`src/rtl/os_array_ctrl.sv`:
```
// Output-stationary systolic array sequencer: skewed operand enables,
// accumulator load/clear, and a backpressured per-column drain.
//
// Ports:
//   clk, rst_n              clock, async active-low reset
//   start_valid/start_ready job handshake; cfg_k sampled at accept
//   abort                   synchronous job kill
//   row_en, col_en          skewed operand A/B enables
//   load_en, acc_clr        accumulator -> shift reg copy, accumulator zero
//   shift_en                advance drain chain (out_valid & out_ready)
//   out_valid/ready/last    drain beats, last = row 0 beat
//   busy, done              not idle; one-cycle completion pulse
module os_array_ctrl #(
   parameter int ROWS  = 4,
   parameter int COLS  = 4,
   parameter int K_MAX = 256,
   parameter int KW    = $clog2(K_MAX+1)
) (
   input  logic            clk,
   input  logic            rst_n,
   input  logic            start_valid,
   output logic            start_ready,
   input  logic [KW-1:0]   cfg_k,
   input  logic            abort,
   output logic [ROWS-1:0] row_en,
   output logic [COLS-1:0] col_en,
   output logic            load_en,
   output logic            acc_clr,
   output logic            shift_en,
   output logic            out_valid,
   input  logic            out_ready,
   output logic            out_last,
   output logic            busy,
   output logic            done
);

   localparam int CW_MIN = $clog2(K_MAX+ROWS+COLS+1);
   localparam int CW     = (CW_MIN > 10) ? CW_MIN : 10;
   localparam int BW     = (ROWS > 1) ? $clog2(ROWS) : 1;

   typedef enum logic [1:0] {
      S_IDLE,
      S_COMPUTE,
      S_LOAD,
      S_DRAIN
   } state_t;

   state_t          state_q, state_d;
   logic [KW-1:0]   k_q, k_d;
   logic [CW-1:0]   c_q, c_d;
   logic [BW-1:0]   beat_q, beat_d;
   logic [ROWS-1:0] row_en_q, row_en_d;
   logic [COLS-1:0] col_en_q, col_en_d;
   logic            load_en_q, load_en_d;
   logic            acc_clr_q, acc_clr_d;
   logic            out_valid_q, out_valid_d;
   logic            out_last_q, out_last_d;
   logic            busy_q, busy_d;
   logic            done_q, done_d;
   logic            start_ready_q, start_ready_d;

   logic            accept;
   logic            kill;
   logic            beat_acc;
   logic [CW-1:0]   c_end;

   always_comb begin
      state_d  = state_q;
      k_d      = k_q;
      c_d      = c_q;
      beat_d   = beat_q;
      done_d   = 1'b0;
      accept   = start_valid & (state_q == S_IDLE);
      kill     = abort & (state_q != S_IDLE);
      beat_acc = out_valid_q & out_ready;
      // Last compute cycle: skew tail lets PE(ROWS-1,COLS-1) finish.
      c_end    = CW'(k_q) + CW'(ROWS+COLS-3);

      unique case (state_q)
         S_IDLE: begin
            if (accept) begin
               k_d     = (cfg_k > KW'(K_MAX)) ? KW'(K_MAX) : cfg_k;
               c_d     = '0;
               state_d = (k_d == '0) ? S_LOAD : S_COMPUTE;
            end
         end
         S_COMPUTE: begin
            if (c_q == c_end) begin
               state_d = S_LOAD;
               c_d     = '0;
            end else begin
               c_d = c_q + 1'b1;
            end
         end
         S_LOAD: begin
            state_d = S_DRAIN;
            beat_d  = '0;
         end
         S_DRAIN: begin
            if (beat_acc) begin
               if (beat_q == BW'(ROWS-1)) begin
                  state_d = S_IDLE;
                  done_d  = 1'b1;
               end else begin
                  beat_d = beat_q + 1'b1;
               end
            end
         end
      endcase

      if (kill) begin
         state_d = S_IDLE;
         c_d     = '0;
         beat_d  = '0;
         done_d  = 1'b0;
      end

      // Outputs are registered: derive them from the next state.
      for (int r = 0; r < ROWS; r++) begin
         row_en_d[r] = (state_d == S_COMPUTE) &&
                       (c_d >= CW'(r)) &&
                       (c_d < CW'(r) + CW'(k_d));
      end
      for (int j = 0; j < COLS; j++) begin
         col_en_d[j] = (state_d == S_COMPUTE) &&
                       (c_d >= CW'(j)) &&
                       (c_d < CW'(j) + CW'(k_d));
      end
      load_en_d     = (state_d == S_LOAD);
      acc_clr_d     = (state_d == S_LOAD) | kill;
      out_valid_d   = (state_d == S_DRAIN);
      out_last_d    = (state_d == S_DRAIN) && (beat_d == BW'(ROWS-1));
      busy_d        = (state_d != S_IDLE);
      start_ready_d = (state_d == S_IDLE);
   end

   always_ff @(posedge clk or negedge rst_n) begin
      if (!rst_n) begin
         state_q       <= S_IDLE;
         k_q           <= '0;
         c_q           <= '0;
         beat_q        <= '0;
         row_en_q      <= '0;
         col_en_q      <= '0;
         load_en_q     <= 1'b0;
         acc_clr_q     <= 1'b0;
         out_valid_q   <= 1'b0;
         out_last_q    <= 1'b0;
         busy_q        <= 1'b0;
         done_q        <= 1'b0;
         start_ready_q <= 1'b1;
      end else begin
         state_q       <= state_d;
         k_q           <= k_d;
         c_q           <= c_d;
         beat_q        <= beat_d;
         row_en_q      <= row_en_d;
         col_en_q      <= col_en_d;
         load_en_q     <= load_en_d;
         acc_clr_q     <= acc_clr_d;
         out_valid_q   <= out_valid_d;
         out_last_q    <= out_last_d;
         busy_q        <= busy_d;
         done_q        <= done_d;
         start_ready_q <= start_ready_d;
      end
   end

   assign start_ready = start_ready_q;
   assign row_en      = row_en_q;
   assign col_en      = col_en_q;
   assign load_en     = load_en_q;
   assign acc_clr     = acc_clr_q;
   assign shift_en    = out_valid_q & out_ready;
   assign out_valid   = out_valid_q;
   assign out_last    = out_last_q;
   assign busy        = busy_q;
   assign done        = done_q;

endmodule

```
`config.mk`:
```
export PLATFORM = sky130hd
export DESIGN_NAME = os_array_ctrl
export DESIGN_NICKNAME = d
export VERILOG_FILES = /design/src/rtl/os_array_ctrl.sv
export SDC_FILE = /design/constraint.sdc
export NUM_CORES = 1
export LEC_CHECK = 0
export CAP_MARGIN = 25
export CORE_MARGIN = 8
export CORE_UTILIZATION = 45
export CTS_BUF_LIST = sky130_fd_sc_hd__clkbuf_16
export DETAILED_ROUTE_END_ITERATION = 8
export HOLD_SLACK_MARGIN = 0.12
export PLACE_DENSITY = 0.65
export SLEW_MARGIN = 30
export SYNTH_ARGS = -nofsm -noshare
export SYNTH_HDL_FRONTEND = slang
export SYNTH_SLANG_ARGS = --single-unit
```
`constraint.sdc`:
```
create_clock -name clk -period 9.3 [get_ports clk]
set_input_delay 1.86 -clock clk [delete_from_list [all_inputs] [get_ports clk]]
set_output_delay 1.86 -clock clk [all_outputs]
set_load 0.005 [all_outputs]
```
# Word-level counts from Yosys, hierarchy flattened
# Cells that the tools add are included.
# W data, S select, Z words.
# op_classes
eq_ne,9
order_cmp,9
bitwise,4
n_reduce_logical,14
n_mul,0
div,0
mux,22
n_shift,0
addsub,6
# ops
operator,n
$lt A10 B10 Y1,3
$mux W10,3
$mux W9,3
$add A2 B9 Y10 const A,2
$ge A10 B1 Y1 const B,2
$ge A10 B2 Y1 const B,2
$pmux W10 S2,1
$mux W2,9
$eq A2 B2 Y1 const B,6
$add A1 B9 Y10 const A,1
$add A10 B1 Y10 const B,1
$add A9 B3 Y10 const B,1
$eq A10 B10 Y1,1
$lt A10 B9 Y1,1
$gt A9 B9 Y1 const B,1
$logic_and A1 B1 Y1,9
$logic_not A9 Y1,1
$pmux W2 S4,1
$eq A2 B1 Y1 const B,2
$logic_not A2 Y1,2
$mux W1,4
$pmux W2 S2,1
$reduce_bool A2 Y1,2
$and A1 B1 Y1,3
other kinds (2),2
# totals
regBits,34
latch_bits,0
mem_count,0
output_inout_bits,16
rom_bits,0
wordCells,76
input_bits,14
mem_bits_rw,0

# Logic depth before layout (Yosys ltp)
# Gate-level depths: netlist of run 1.
# logic_depth
depth_word,10
depth_mapped,18
mapped_depth_nobuf,17

# Least setup slack after synthesis of run 1
# No wires, ideal clock.
# synth_path
path_type,in2reg
from,input port start_valid
to,register col_en_q[2] (netlist: col_en[2])
setup_time_ps,111
slack_ps,4366
required_ps,9189
cell_stages,16
n_path_buf,3
arrival_ps,4823
cell_sequence,or3b_1 -> buf_6 -> buf_2 -> a21oi_1 -> inv_1 -> ha_1 -> and3_1 -> buf_2 -> xnor2_1 -> ha_1 -> nor2b_1 -> o21ai_0 -> nand2b_1 -> a211oi_1 -> o21ai_0 -> a2111oi_2
# synth_between
elab_cells_between_ends,15
cone_classes,add/sub: 1; order compare: 2; eq/ne: 1; mux: 8; bitwise: 1; reduce/logical: 2
# synth_rtl
item,line,source
start: declaration,21,"input logic start_valid,"
$and A1 B1 Y1,73,accept = start_valid & (state_q == S_IDLE);
$mux W9,81,if (accept) begin
$mux W9,79,unique case (state_q)
named net k_d[1],49,"logic [KW-1:0] k_q, k_d;"
$add A2 B9 Y10,127,(c_d < CW'(j) + CW'(k_d));
$lt A10 B10 Y1,127,
$logic_and A1 B1 Y1,126,(c_d >= CW'(j)) &&
named net col_en_d[2],53,"logic [COLS-1:0] col_en_q, col_en_d;"
end signal: assignment,158,col_en_q <= col_en_d;
end: declaration,53,
# The timed path passes the listed nets, and every way through them passes these cells.

# Worst setup path in the final report of run 1
# Ends and elaborated chain as after synthesis.

==> flow_metrics.env, run 1 <==
export IMPL_peakVddDrop_mv=0.0661
export IMPL_drc=0
export IMPL_required_ns=9.47
export IMPL_ys_flop_type="dfrtp_1"
export IMPL_gp_congestion=0.908
export IMPL_design_area_mm2=0.00378
export IMPL_hold_buffers=0
export IMPL_cts_setup_buffers=0
export IMPL_synth_largest_area_cell="dfrtp_1"
export IMPL_slew_viol_final=0
export IMPL_async_reset_ff_share_pct=100
export IMPL_cts_htree_levels=2
export IMPL_clock_path_buffers=2
export IMPL_setup_viol=0
export IMPL_dr_pass1_iters=4
export IMPL_synth_edff_count=0
export IMPL_wl_met1_um=3950
export IMPL_p_per_area_mw_per_mm2=182
export IMPL_die_h_um=102
export IMPL_tns_ns=0
export IMPL_highest_layer="met4"
export IMPL_grt_pass1_wl_um=15000
export IMPL_hold_path_class="reg2reg"
export IMPL_grtUsageTotal_pct=18.3
export IMPL_die_area_mm2=0.0105
export IMPL_fillers=706
export IMPL_yosysMostFrequentCell="ha_1"
export IMPL_maxSlewHeadroom_pct=42.5
export IMPL_viasPerCell=5.85
export IMPL_clk_latency_ns=0.27
export IMPL_path_class="in2reg"
export IMPL_cap_violations=0
export IMPL_cts_tree="built"
export IMPL_crit_path_end_kind="register"
export IMPL_grt_pass1_vias=3048
export IMPL_ys_top_cells_by_count="ha_1 (41), dfrtp_1 (33), nand2_1 (31), nor2_1 (28), xnor2_1 (28)"
export IMPL_power_w=0.000689
export IMPL_grt_overflow=0
export IMPL_final_core_util_pct=52.4
export IMPL_start_util_pct=46.4
export IMPL_cts_resized=0
export IMPL_status="finished clean"
export IMPL_syn_inst=386
export IMPL_cts_clk_slew_worst_paths_ns=0.05
export IMPL_cts_root_buffer="clkbuf_16"
export IMPL_grt_antenna_before_repair=0
export IMPL_wl_um=8990
export IMPL_io_pins=30
export IMPL_syn_avg_cell_area_um2=8.68
export IMPL_finalHoldViolCount=0
export IMPL_place_inst=494
export IMPL_yosys_top_cells_area="dfrtp_1 (25%), ha_1 (15%), xnor2_1 (7.3%), nand2_1 (3.5%), a21o_1 (3.1%)"
export IMPL_critPathMaxFanout=20
export IMPL_drive_gt1_share_pct=9.18
export IMPL_placed_cell_area_mm2=0.00364
export IMPL_timing_fmax_ghz=0.178
export IMPL_layout_nets=457
export IMPL_yosys_warnings=0
export IMPL_skew_ns=0.00284
export IMPL_dp_hpwl_um=7160
export IMPL_fin_crit_sh_pct=60.5
export IMPL_worst_slew_pin_slew_ns=0.838
export IMPL_drt_iter0_drc=185
export IMPL_postRouteAntennaNets=0
export IMPL_cts_sinks=34
export IMPL_syn_nets=441
export IMPL_diodes=0
export IMPL_core_rowCount=31
export IMPL_synth_top_cell_area_share_pct=24.6
export IMPL_routedWlPerCell_um=17.9
export IMPL_yosysSeqAreaShare_pct=25.4
export IMPL_startpoint_type="primary input"
export IMPL_wl_met3_um=389
export IMPL_wl_met2_um=4500
export IMPL_vias=2937
export IMPL_cts_made_buffers=5
export IMPL_portBuffers=29
export IMPL_layout_cells_non_filler=502
export IMPL_die_w_um=102
export IMPL_min_period_ns=5.63
export IMPL_ys_types=69
export IMPL_cp_arrival_ns=5.79
export IMPL_synthToLayoutAreaGrowth_pct=12.8
export IMPL_ys_ff_latch=34
export IMPL_p_leak_nw=1.68
export IMPL_grt_start_max_net_pins=35
export IMPL_core_area_mm2=0.00721
export IMPL_syn_area_mm2=0.00335
export IMPL_rsz0062_at_grt="false"
## state kept, by name, summed over array words and instances (netlist names), 2 cells and up
name / cells
state_q: 2
col_en: 4
c_q: 10
beat_q: 2
k_q: 9
## logic make-up (layout without fill, tap and decap cells)
logic type	Yosys count	in the layout	share of synthesized area (%)
AOI/OAI and AO/OA	94	94	19.8
xor gates and xnor gates	38	38	9.93
adders and majority gates	41	41	15.3
buffers and inverters	37	54	5.60
DFF	34	34	25.4
muxes	5	5	1.57
and+or+nand+nor	137	137	22.3
## layout by cell type (no fill, tap or decap), types with 3 or more instances in the layout
cell,synthesis,routed
ha_1,41,41
dfrtp_1,33,33
nand2_1,31,31
clkdlybuf4s50_1,0,29
xnor2_1,28,28
nor2_1,28,28
a21oi_1,21,21
o21ai_0,16,16
a21o_1,14,14
inv_1,12,12
nand3_1,11,11
xor2_1,10,10
nand4_1,10,10
nand2b_1,8,8
nor3_1,8,8
nor3b_1,7,7
a21oi_2,6,6
a31oi_1,5,5
clkbuf_16,0,5
inv_2,4,4
nor4_1,4,4
o21ai_1,4,4
and3_1,3,3
or2_2,3,3
mux2i_1,3,3
nor3_2,3,3
nor2b_1,3,3
clkinv_1,0,3
## path summary, 6_finish.rpt
path | depth (start not counted) | slack (ns) | start | end
min | 2 | 0.55 | beat_q[1] | beat_q[1]
max reg2reg | 17 | 5.11 | k_q[0] | col_en[2]
max | 15 | 3.67 | start_valid | col_en[2]
max in group asynchronous | 2 | 6.94 | rst_n | start_ready
min reg2reg | 2 | 0.55 | beat_q[1] | beat_q[1]
min in group asynchronous | 2 | 2.01 | rst_n | c_q[9]
## routing by layer
metal / vias up / track usage [%]
met2: 67 / 32.1
met1: 1436 / 22.1
met4: 0 / 5.76
met3: 10 / 2.93
li1: 1424 / -
met5: - / 0
## through the flow
stage | hold slack, ns | setup slack, ns
3_5_place_dp | 0.537 | 3.42
6_report | 0.548 | 3.67
2_1_floorplan | 0.508 | 4.37
4_1_cts | 0.550 | 3.70
3_3_place_gp | 0.539 | 3.48
5_1_grt | 0.609 | 3.36
## worst max-delay path, cell delays in order
cell,delay (ns)
clkdlybuf4s50_1,0.57
or3b_1,0.70
a21oi_1,0.50
inv_1,0.16
ha_1,0.29
xor2_1,0.18
ha_1,0.31
a21o_1,0.16
a21oi_1,0.14
nor2b_1,0.05
o21ai_0,0.14
nand2b_1,0.08
a211oi_1,0.21
o21ai_0,0.13
a2111oi_2,0.29
## where the power goes
part	leakage, nW	switching, W	internal, W
Sequential	0.452	0.0000361	0.000172
Combinational	1.16	0.000190	0.000139
Clock	0.0663	0.0000569	0.0000962
Total	1.68	0.000283	0.000406
## final cells by class
class | instances | area [µm²] | area share (%)
Sequential cell | 34 | 852 | 22.5
Inverter | 16 | 60.1 | 1.59
Clock inverter | 3 | 11.3 | 0.298
Multi-Input combinational cell | 315 | 2310 | 61.1
Timing Repair Buffer | 30 | 298 | 7.88
Tap cell | 99 | 124 | 3.28
Clock buffer | 5 | 125 | 3.31
Power figures use the tool's default switching activity.
==> inputs of run 2 (changes only) <==
clock period = 5.6 ns   (was 9.3 ns; I/O delays follow)
==> run 2 against run 1 <==
Setup slack got worse by 2.8 ns; register-to-register slack got worse by 3.8 ns; combinational power grew 67%; clock power grew 71%; global-route usage increased by 0.28 points; sequential share of layout area decreased by 0.052 points; hold slack better by 0.026 ns; critical path type unchanged; critical path depth unchanged; die area unchanged; clock skew barely moved; first-iteration DRC count decreased by 1.1%.
==> flow_metrics.env, run 2 (synthesized netlist as in run 1, its figures left out) <==
export IMPL_crit_buf_inv=2
export IMPL_grt_overflow=0
export IMPL_wl_um=9060
export IMPL_crit_path_end_kind="register"
export IMPL_grt_pass1_wl_um=14900
export IMPL_core_rowCount=31
export IMPL_io_pins=30
export IMPL_critPathMaxFanout=16
export IMPL_final_common_cell="ha_1"
export IMPL_gp_congestion=0.941
export IMPL_tns_ns=0
export IMPL_cts_setup_buffers=0
export IMPL_drt_iter0_drc=183
export IMPL_final_cell_mix="ha_1 (41), dfrtp_1 (33), nand2_1 (31), clkdlybuf4s50_1 (29)"
export IMPL_startpoint_type="primary input"
export IMPL_grt_antenna_before_repair=0
export IMPL_rsz0062_at_grt="false"
export IMPL_portBuffers=29
export IMPL_multi_input_area_mm2=0.00231
export IMPL_worst_slew_pin_slew_ns=0.884
export IMPL_clock_path_buffers=2
export IMPL_p_leak_nw=1.69
export IMPL_grt_start_max_net_pins=35
export IMPL_setup_viol=0
export IMPL_hold_path_class="reg2reg"
export IMPL_ff_latch_area_um2=852
export IMPL_dp_hpwl_um=7320
export IMPL_min_period_ns=4.77
export IMPL_die_area_mm2=0.0105
export IMPL_maxSlewHeadroom_pct=40.5
export IMPL_finalHoldViolCount=0
export IMPL_vias=2911
export IMPL_start_util_pct=46.4
export IMPL_cts_resized=0
export IMPL_timing_fmax_ghz=0.210
export IMPL_routedWlPerCell_um=18.0
export IMPL_p_per_area_mw_per_mm2=305
export IMPL_synthToLayoutAreaGrowth_pct=13.1
export IMPL_hold_buffers=0
export IMPL_fillers=705
export IMPL_cts_made_buffers=5
export IMPL_path_cells="clkdlybuf4s50_1, or3b_1, a21oi_1, inv_1, ha_1, xor2_1, ha_1, a21o_1, a21oi_1, nor2b_1, o21ai_0, nand2b_1, a211oi_1, o21ai_0, a2111oi_2"
export IMPL_cpMaxStageDelayCell="or3b_1"
export IMPL_core_area_mm2=0.00721
export IMPL_die_h_um=102
export IMPL_cpPeakStageDelay_ns=0.65
export IMPL_fin_crit_sh_pct=85.2
export IMPL_cts_htree_levels=2
export IMPL_cap_violations=0
export IMPL_grt_pass1_vias=2953
export IMPL_critical_path_top_delay_family="compound AO/OA/AOI/OAI gates"
export IMPL_cts_root_buffer="clkbuf_16"
export IMPL_status="finished clean"
export IMPL_postRouteAntennaNets=0
export IMPL_cts_sinks=34
export IMPL_clk_latency_ns=0.28
export IMPL_cp_arrival_ns=4.94
export IMPL_top_register="c_q"
export IMPL_slew_viol_final=0
export IMPL_final_core_util_pct=52.5
export IMPL_drc=0
export IMPL_dr_pass1_iters=4
export IMPL_layout_nets=458
export IMPL_path_class="in2reg"
export IMPL_viasPerCell=5.79
export IMPL_diodes=0
export IMPL_peakVddDrop_mv=0.126
export IMPL_drive_gt1_share_pct=9.65
export IMPL_die_w_um=102
export IMPL_largest_reg_flops=10
export IMPL_required_ns=5.77
export IMPL_skew_ns=0.00334
export IMPL_cts_tree="built"
export IMPL_power_w=0.00116
export IMPL_grtUsageTotal_pct=18.5
export IMPL_cts_clk_slew_worst_paths_ns=0.05
[run 2: through the flow]
stage	std cells	setup WS, ns	hold WS, ns	area [µm²]
after floorplan	386	1.41	0.508	3350
after global placement	495	0.575	0.540	3650
after detailed placement	495	0.532	0.557	3650
after CTS	503	0.824	0.571	3790
after global routing	503	0.503	0.622	3790
final	503	0.831	0.574	3790
[run 2: path summary, 6_finish.rpt]
check                            start  slack, ns  cells past startpoint     endpoint
setup / recovery           start_valid       0.83                     15    col_en[2]
hold / removal               beat_q[1]       0.57                      2    beat_q[1]
setup reg to reg                k_q[0]       1.33                     17    col_en[2]
hold reg to reg              beat_q[1]       0.57                      2    beat_q[1]
max in group asynchronous        rst_n       3.99                      2  start_ready
min in group asynchronous        rst_n       1.26                      2       c_q[2]
[run 2: layout make-up]
cell class | instances | share of cell area (%)
repair buffers | 31 | 8.06
well taps | 99 | 3.27
inverters | 16 | 1.58
multi-input cells | 315 | 61.0
clock inverters | 3 | 0.330
flip-flops and latches | 34 | 22.5
clock buffers | 5 | 3.30
[run 2: routing by layer]
metal / GRT usage (%) / up-vias / wire length, µm / share of wire (%)
li1: - / 1430 / - / -
met1: 22.4 / 1395 / 3800 / 42
met2: 31.1 / 65 / 4490 / 50
met3: 3.00 / 21 / 422 / 4.7
met4: 9.26 / 0 / 344 / 3.8
met5: 0 / - / 0 / 0
[run 2: worst reg2reg max path, delay by kind of cell (launching register included)]
family,cells,cell delay [ns]
adders and majority gates,2,0.75
DFF,1,0.47
xor gates and xnor gates,1,0.14
and+or+nand+nor,5,0.88
AOI/OAI and AO/OA,9,1.91
[run 2: where the power goes]
part / internal, W / switching (W)
clock network: 0.000161 / 0.000102
registers: 0.000285 / 0.0000610
logic: 0.000232 / 0.000316
total: 0.000678 / 0.000479
==> inputs of run 3 (changes only) <==
--- a/config.mk
+++ b/config.mk
@@ -7,3 +7,3 @@
 export LEC_CHECK = 0
-export CAP_MARGIN = 25
+export CAP_MARGIN = 20
 export CORE_MARGIN = 8
--- a/constraint.sdc
+++ b/constraint.sdc
@@ -3,2 +3,2 @@
 set_output_delay 1.12 -clock clk [all_outputs]
-set_load 0.005 [all_outputs]
+set_load 0.05 [all_outputs]
==> results of run 3 <==
The final DEF is identical to that of run 2. Status: finished clean.
Main changes from that run: total power 0.00116 W -> 0.00122 W; worst IR drop on VDD 0.126 mV -> 0.152 mV
